### src/rtl/button_debouncer.sv
// Debounces a raw mechanical input: 2-flop synchronizer feeding a run-length
// stability FSM, plus a saturating count of aborted transitions.
module button_debouncer #(
  parameter int CNT_WIDTH     = 20,
  parameter int STABLE_CYCLES = 1000000,
  parameter int BOUNCE_WIDTH  = 8
) (
  input  logic                    clk,
  input  logic                    rst,
  input  logic                    signal_in,
  output logic                    signal_out,
  output logic                    busy,
  output logic [BOUNCE_WIDTH-1:0] bounce_count,
  output logic [1:0]              state_dbg
);

  typedef enum logic [1:0] {
    STABLE_LOW  = 2'd0,
    WAIT_HIGH   = 2'd1,
    STABLE_HIGH = 2'd2,
    WAIT_LOW    = 2'd3
  } state_e;

  localparam logic [CNT_WIDTH-1:0] CNT_LAST = CNT_WIDTH'(STABLE_CYCLES - 1);
  localparam logic [CNT_WIDTH-1:0] CNT_ONE  = CNT_WIDTH'(1);
  localparam bit                   SINGLE   = (STABLE_CYCLES == 1);

  logic                    sync1_q, sync2_q;
  state_e                  state_q;
  logic [CNT_WIDTH-1:0]    cnt_q;
  logic                    out_q, busy_q;
  logic [BOUNCE_WIDTH-1:0] bounce_q, bounce_d;

  // Saturating increment: holding at all-ones also covers an abort at saturation.
  always_comb begin
    bounce_d = bounce_q;
    if (bounce_q != '1) bounce_d = bounce_q + BOUNCE_WIDTH'(1);
  end

  always_ff @(posedge clk) begin
    if (rst) begin
      sync1_q  <= 1'b0;
      sync2_q  <= 1'b0;
      state_q  <= STABLE_LOW;
      cnt_q    <= '0;
      out_q    <= 1'b0;
      busy_q   <= 1'b0;
      bounce_q <= '0;
    end else begin
      sync1_q <= signal_in;
      sync2_q <= sync1_q;
      unique case (state_q)
        STABLE_LOW: begin
          cnt_q <= '0;
          if (sync2_q) begin
            if (SINGLE) begin
              state_q <= STABLE_HIGH;
              out_q   <= 1'b1;
            end else begin
              state_q <= WAIT_HIGH;
              cnt_q   <= CNT_ONE;
              busy_q  <= 1'b1;
            end
          end
        end
        WAIT_HIGH: begin
          if (!sync2_q) begin
            state_q  <= STABLE_LOW;
            cnt_q    <= '0;
            busy_q   <= 1'b0;
            bounce_q <= bounce_d;
          end else if (cnt_q == CNT_LAST) begin
            state_q <= STABLE_HIGH;
            cnt_q   <= '0;
            out_q   <= 1'b1;
            busy_q  <= 1'b0;
          end else begin
            cnt_q <= cnt_q + CNT_ONE;
          end
        end
        STABLE_HIGH: begin
          cnt_q <= '0;
          if (!sync2_q) begin
            if (SINGLE) begin
              state_q <= STABLE_LOW;
              out_q   <= 1'b0;
            end else begin
              state_q <= WAIT_LOW;
              cnt_q   <= CNT_ONE;
              busy_q  <= 1'b1;
            end
          end
        end
        WAIT_LOW: begin
          if (sync2_q) begin
            state_q  <= STABLE_HIGH;
            cnt_q    <= '0;
            busy_q   <= 1'b0;
            bounce_q <= bounce_d;
          end else if (cnt_q == CNT_LAST) begin
            state_q <= STABLE_LOW;
            cnt_q   <= '0;
            out_q   <= 1'b0;
            busy_q  <= 1'b0;
          end else begin
            cnt_q <= cnt_q + CNT_ONE;
          end
        end
        default: state_q <= STABLE_LOW;
      endcase
    end
  end

  assign signal_out   = out_q;
  assign busy         = busy_q;
  assign bounce_count = bounce_q;
  assign state_dbg    = state_q;

endmodule

### config.mk
export PLATFORM = sky130hd
export DESIGN_NAME = button_debouncer
export DESIGN_NICKNAME = d
export VERILOG_FILES = /design/src/rtl/button_debouncer.sv
export SDC_FILE = /design/constraint.sdc
export NUM_CORES = 1
export LEC_CHECK = 0
export ABC_CLOCK_PERIOD_IN_PS = 3400
export BUFFER_PORTS_ARGS = -buffer_cell sky130_fd_sc_hd__buf_4
export CAP_MARGIN = 20
export CORE_UTILIZATION = 53
export CTS_CLUSTER_DIAMETER = 100
export DETAILED_ROUTE_END_ITERATION = 12
export PLACE_DENSITY = 0.81
export SETUP_SLACK_MARGIN = 0.02
export SLEW_MARGIN = 20
export SYNTH_ARGS = -nofsm -noshare
export SYNTH_HDL_FRONTEND = slang
export SYNTH_SLANG_ARGS = --single-unit
### constraint.sdc
create_clock -name clk -period 3.4 [get_ports clk]
set_clock_uncertainty 0.15 [all_clocks]
set_input_delay 0.17 -clock clk [delete_from_list [all_inputs] [get_ports clk]]
set_output_delay 0.17 -clock clk [all_outputs]
set_load 0.1 [all_outputs]
Word level (Yosys, flattened, before mapping)
Index checks and enable logic that the tools add are counted.
Widths: inputs -> output; s select.
{"block": "totals", "regBits": 34, "inputBits": 3, "output_inout_bits": 12, "word_cells": 58}
{"block": "op_classes", "addsub": 2, "eq_ne": 15, "n_mux": 28, "reduce_logical": 6}
{"cell": "$pmux 20 s4", "n": 1}
{"cell": "$mux 20", "n": 3}
{"cell": "$mux 8", "n": 3}
{"cell": "$add 20x1->20 const B", "n": 1}
{"cell": "$eq 20x20->1 const B", "n": 1}
{"cell": "$ne 2x2->1 const B", "n": 8}
{"cell": "$pmux 8 s2", "n": 1}
{"cell": "$mux 2", "n": 6}
{"cell": "$mux 1", "n": 11}
{"cell": "$add 8x1->8 const B", "n": 1}
{"cell": "$ne 8x8->1 const B", "n": 1}
{"cell": "$pmux 2 s4", "n": 1}
{"cell": "$ne 3x3->1 const B", "n": 2}
{"cell": "$reduce_and 5->1", "n": 1}
{"cell": "$eq 2x2->1 const B", "n": 2}
{"cell": "$pmux 1 s4", "n": 1}
{"cell": "$reduce_and 4->1", "n": 1}
{"cell": "$reduce_and 3->1", "n": 1}
{"cell": "$eq 2x1->1 const B", "n": 1}
{"cell": "$logic_not 2->1", "n": 1}
{"cell": "$pmux 1 s2", "n": 1}
{"cell": "$reduce_and 2->1", "n": 1}
{"cell": "$reduce_bool 2->1", "n": 1}

Logic depth before layout (Yosys ltp)
{"block": "depth", "depth_word": 4, "ltp_mapped": 7, "depth_no_buf": 5}

Worst setup path after synthesis
OpenSTA, ideal clock, no wires.
{"block": "synth_timing", "kind": "register -> register", "start": "reg bounce_q[0] (netlist: bounce_count[0])", "end": "reg bounce_q[1] (netlist: bounce_count[1])", "setup_time_ps": 127, "arrival_time_ps": 2277, "required_ps": 3123, "slack_ps": 846, "stages_incl_launch_ff": 6, "n_path_buf": 0, "period_less_slack_ps": 2554, "cell_sequence": "dfxtp_1 > ha_1 > nand2_1 > o311ai_0 > mux2i_1 > nor2_1"}
{"block": "synth_via", "elab_chain_len": 4, "elab_cells_between_ends": 6, "classes_between": "add/sub: 1; eq/ne: 1; mux: 4"}
{"element": "start, declared", "line_no": "32", "rtl": "logic [BOUNCE_WIDTH-1:0] bounce_q, bounce_d;"}
{"element": "start signal, assigned", "line_no": "71", "rtl": "bounce_q <= bounce_d;"}
{"element": "start signal, assigned", "line_no": "99", "rtl": "bounce_q <= bounce_d;"}
{"element": "$add 8x1->8 / $ne 8x8->1 (equally long branches)", "line_no": "37", "rtl": "if (bounce_q != '1) bounce_d = bounce_q + BOUNCE_WIDTH'(1);"}
{"element": "$mux 8 (*)", "line_no": "37"}
{"element": "$mux 8 (on tied branches)", "line_no": "95, 67"}
{"element": "$pmux 8 s2 (*)", "line_no": "52", "rtl": "unique case (state_q)"}
Mark *: on every way between the ends. The rest lies on a longest branch, timed or not. The select of a mux whose other input is x is not followed.
A chain may end at the register's enable or synchronous reset.

Worst setup path in the final report
{"block": "layout_timing", "start": "reg cnt_q[6]", "end": "reg cnt_q[7]"}
{"block": "layout_via", "elab_chain_len": 4, "elab_cells_between_ends": 6, "classes_between": "add/sub: 1; eq/ne: 1; mux: 4"}
{"element": "start, declared", "line_no": "30", "rtl": "logic [CNT_WIDTH-1:0] cnt_q;"}
{"element": "start signal, assigned", "line_no": "78", "rtl": "cnt_q <= cnt_q + CNT_ONE;"}
{"element": "start signal, assigned", "line_no": "106", "rtl": "cnt_q <= cnt_q + CNT_ONE;"}
{"element": "$add 20x1->20 / $eq 20x20->1 (equally long branches)"}
{"element": "$mux 20 (*)", "line_no": "72, 100"}
{"element": "$mux 20 (on tied branches)", "line_no": "95, 67"}
{"element": "$pmux 20 s4 (*)", "line_no": "52"}
Mark *: on every way between the ends. The rest lies on a longest branch, timed or not.

==> flow_metrics.py <==
metrics = {
    "route": {
        "drt_iter0_markers": 42,
        "postRouteWirelength_um": 3060,
        "wire_per_inst_um": 13.6,
        "detailroute.via_count": 1331,
        "via_to_cell_ratio": 5.94,
        "drc": 0,
        "detail-route-antenna-nets": 0,
        "dr.pass1.iters": 4,
    },
    "global_route": {
        "vias_in_the_first_global_route": 1217,
        "groute.layer.met1.usage": 0.236,
        "grt-busiest-layer": "met2",
        "grt_max_degree": 20,
        "grt_use_met3": 0.0674,
        "grt_pass1_wl_um": 5060,
        "groute.usage.overall": 0.206,
        "use_met2": 0.360,
        "global_route.overflow_total": 0,
        "antenna_found_initial": 0,
    },
    "sta": {
        "timing.final.crit_period_ns": 2.73,
        "setup_viol_count_final": 0,
        "timing_worst_slew_pin_value_ns": 0.835,
        "rsz0062_at_grt": "no",
        "report.final.hold_viol_count": 0,
        "tns_ns": 0,
        "final_min_period_over_clock_period": 0.802,
        "slew_violations": 0,
        "headroom_to_the_max_slew_limit": 0.442,
        "clock.fmax_mhz": 367,
    },
    "synth": {
        "ys_async_sr_fraction": 0,
        "ys_top_cells_by_area": "sky130_fd_sc_hd__dfxtp_1 (44%), sky130_fd_sc_hd__nor2_1 (5.9%), sky130_fd_sc_hd__xor2_1 (5.1%)",
        "seq_area_frac_synth": 0.443,
        "synth_edf_count": 0,
        "synth.cells.most_frequent": "sky130_fd_sc_hd__dfxtp_1 (34), sky130_fd_sc_hd__nor2_1 (24), sky130_fd_sc_hd__a21oi_1 (11), sky130_fd_sc_hd__nand3_1 (10)",
        "synth_cells": 177,
        "yosysUniqueCellTypes": 36,
        "ys_ff_latch": 34,
        "ys_warn_count": 0,
        "synth_area_um2": 1540,
        "synth_top_flop_cell": "sky130_fd_sc_hd__dfxtp_1",
        "post-synth-top-count-cell": "sky130_fd_sc_hd__dfxtp_1",
        "yosysTopAreaCellShare": 0.443,
        "syn_avg_cell_area_um2": 8.69,
        "yosys.area.top_type": "sky130_fd_sc_hd__dfxtp_1",
        "synth_nets": 182,
    },
    "power": {
        "leakage_uw": 0.000572,
        "worst_vdd_drop_uv": 356,
        "power.density_nw_per_um2": 383,
        "design_power_total_uw": 663,
    },
    "setup_path": {
        "setup.worst_path.start_class": "flop",
        "critPathMaxFanout": 19,
        "rrSetupSlack_ns": 0.67,
        "critPathCaptureType": "flop",
        "worstPathRequired_ns": 3.44,
        "worstSetupPathType": "reg2reg",
        "crit_arrival_ns": 2.76,
    },
    "clock_network": {
        "clock_insertion_delay_worst_skew_ns": 0.33,
        "root_buffer": "sky130_fd_sc_hd__clkbuf_4",
        "cts-htree-levels": 2,
        "tritoncts_clock_tree": "built",
        "ctsLongestPathBuffers": 2,
        "worst_setup_hold_path_clk_slew_ns": 0.10,
        "cts_inserted_buffers": 5,
        "cts_num_sinks": 34,
    },
    "flow_run": {
        "drv.max_cap_violation_count": 0,
    },
    "floorplan": {
        "chipHeight_um": 55.9,
        "fp-row-count": 19,
        "io_pins": 15,
        "fp.dieArea_um2": 3120,
        "die_width_um": 55.9,
        "start_util": 0.558,
        "fp.coreArea_um2": 2760,
    },
    "cells_and_area": {
        "multi_input_comb_area_um2": 803,
        "fillCellCount": 233,
        "final_area_um2": 1730,
        "insertedDiodeCount": 0,
        "sequential_cell_area_in_the_final_layout_um2": 681,
        "syn2layout_area_growth_pct": 12.6,
        "final_core_utilization": 0.628,
        "layout.nets": 199,
        "post_route_cells_drive_above_1_share": 0.124,
    },
    "place": {
        "buffer_ports.inserted": 14,
        "dp_hpwl_um": 2050,
        "routability_congestion_estimate_from_global_placement": 0.916,
        "placed_cell_area_um2": 1650,
    },
    "min_path": {
        "hold_path_class": "reg2reg",
    },
    "run_status": {
        "run_status": "finished clean",
    },
}
==> power by group <==
part,internal (uW),total (uW),switching (uW)
combinational,11.2,38.5,27.3
clock,93.2,219,126
sequential,402,405,3.31
total,506,663,157
==> registers in the layout (all words and copies together) (netlist names), named ones only <==
| name | flops |
|---|---|
| cnt_q | 20 |
| bounce_count | 8 |
| busy | 1 |
| signal_out | 1 |
| state_dbg | 1 |
| sync1_q | 1 |
| sync2_q | 1 |
==> per-layer routing <==
| metal | vias to the layer above | share of wire |
|---|---|---|
| met3 | 5 | 0.045 |
| met1 | 632 | 0.46 |
| li1 | 667 | - |
| met4 | 0 | 0.012 |
| met5 | - | 0 |
| met2 | 27 | 0.48 |
==> repair_timing <==
item / in CTS / in global routing
resized for setup: 0 / 0
hold endpoints to repair: 11 / 0
hold buffers: 3 / 0
setup buffers: 0 / 0
==> cells in the final DEF, fill, tap and decap left out, types with 2 or more instances in the layout <==
| cell type | n |
|---|---|
| sky130_fd_sc_hd__o21ai_0 | 6 |
| sky130_fd_sc_hd__nand3_1 | 10 |
| sky130_fd_sc_hd__and4_1 | 3 |
| sky130_fd_sc_hd__a21oi_1 | 11 |
| sky130_fd_sc_hd__nor3_1 | 3 |
| sky130_fd_sc_hd__buf_4 | 14 |
| sky130_fd_sc_hd__inv_1 | 6 |
| sky130_fd_sc_hd__nor2b_1 | 3 |
| sky130_fd_sc_hd__or3_1 | 6 |
| sky130_fd_sc_hd__nor4_1 | 2 |
| sky130_fd_sc_hd__dfxtp_1 | 34 |
| sky130_fd_sc_hd__or4_1 | 8 |
| sky130_fd_sc_hd__xor2_1 | 9 |
| sky130_fd_sc_hd__and3_1 | 2 |
| sky130_fd_sc_hd__o21bai_1 | 2 |
| sky130_fd_sc_hd__nand4_1 | 6 |
| sky130_fd_sc_hd__clkbuf_4 | 5 |
| sky130_fd_sc_hd__nor2_1 | 24 |
| sky130_fd_sc_hd__ha_1 | 2 |
| sky130_fd_sc_hd__o31ai_1 | 5 |
| sky130_fd_sc_hd__dlygate4sd3_1 | 3 |
| sky130_fd_sc_hd__xnor2_1 | 6 |
| sky130_fd_sc_hd__nand2_1 | 9 |
==> through the flow <==
stage          hold WS [ns]  std cells  setup slack, ns
2_1_floorplan        0.0916        177            0.846
3_3_place_gp          0.238        215            0.813
3_5_place_dp          0.246        215            0.734
4_1_cts               0.313        224            0.721
5_1_grt               0.338        224            0.556
6_report              0.314        224            0.673
==> worst paths after layout <==
check	start	end	depth (start not counted)
setup / recovery	cnt_q[6]$_SDFF_PP0_	cnt_q[7]$_SDFF_PP0_	4
hold / removal	sync1_q$_SDFF_PP0_	sync2_q$_SDFF_PP0_	1
setup reg to reg	cnt_q[6]$_SDFF_PP0_	cnt_q[7]$_SDFF_PP0_	4
hold reg to reg	sync1_q$_SDFF_PP0_	sync2_q$_SDFF_PP0_	1
==> critical path, stage by stage (launching register included) <==
cell	delay [ns]
sky130_fd_sc_hd__dfxtp_1	0.38
sky130_fd_sc_hd__or4_1	0.52
sky130_fd_sc_hd__or4_1	0.69
sky130_fd_sc_hd__o211ai_2	0.73
sky130_fd_sc_hd__nor2_1	0.12
==> cell type report <==
class                   instances  share of cell area
clock buffers                   6              0.0296
inverters                       6              0.0130
repair buffers                 17              0.0780
well taps                      31              0.0224
flip-flops and latches         34               0.393
multi-input cells             130               0.464
==> kinds of logic (layout without fill, tap and decap cells) <==
family / count (synthesis) / count (layout) / share of synthesized area
AOI/OAI and AO/OA: 31 / 31 / 0.129
xor gates and xnor gates: 15 / 15 / 0.0854
adders and majority gates: 2 / 2 / 0.0163
buffers and inverters: 13 / 29 / 0.0350
DFF: 34 / 34 / 0.443
muxes: 2 / 2 / 0.0138
and+or+nand+nor: 80 / 80 / 0.277
Power figures use the tool's default switching activity.
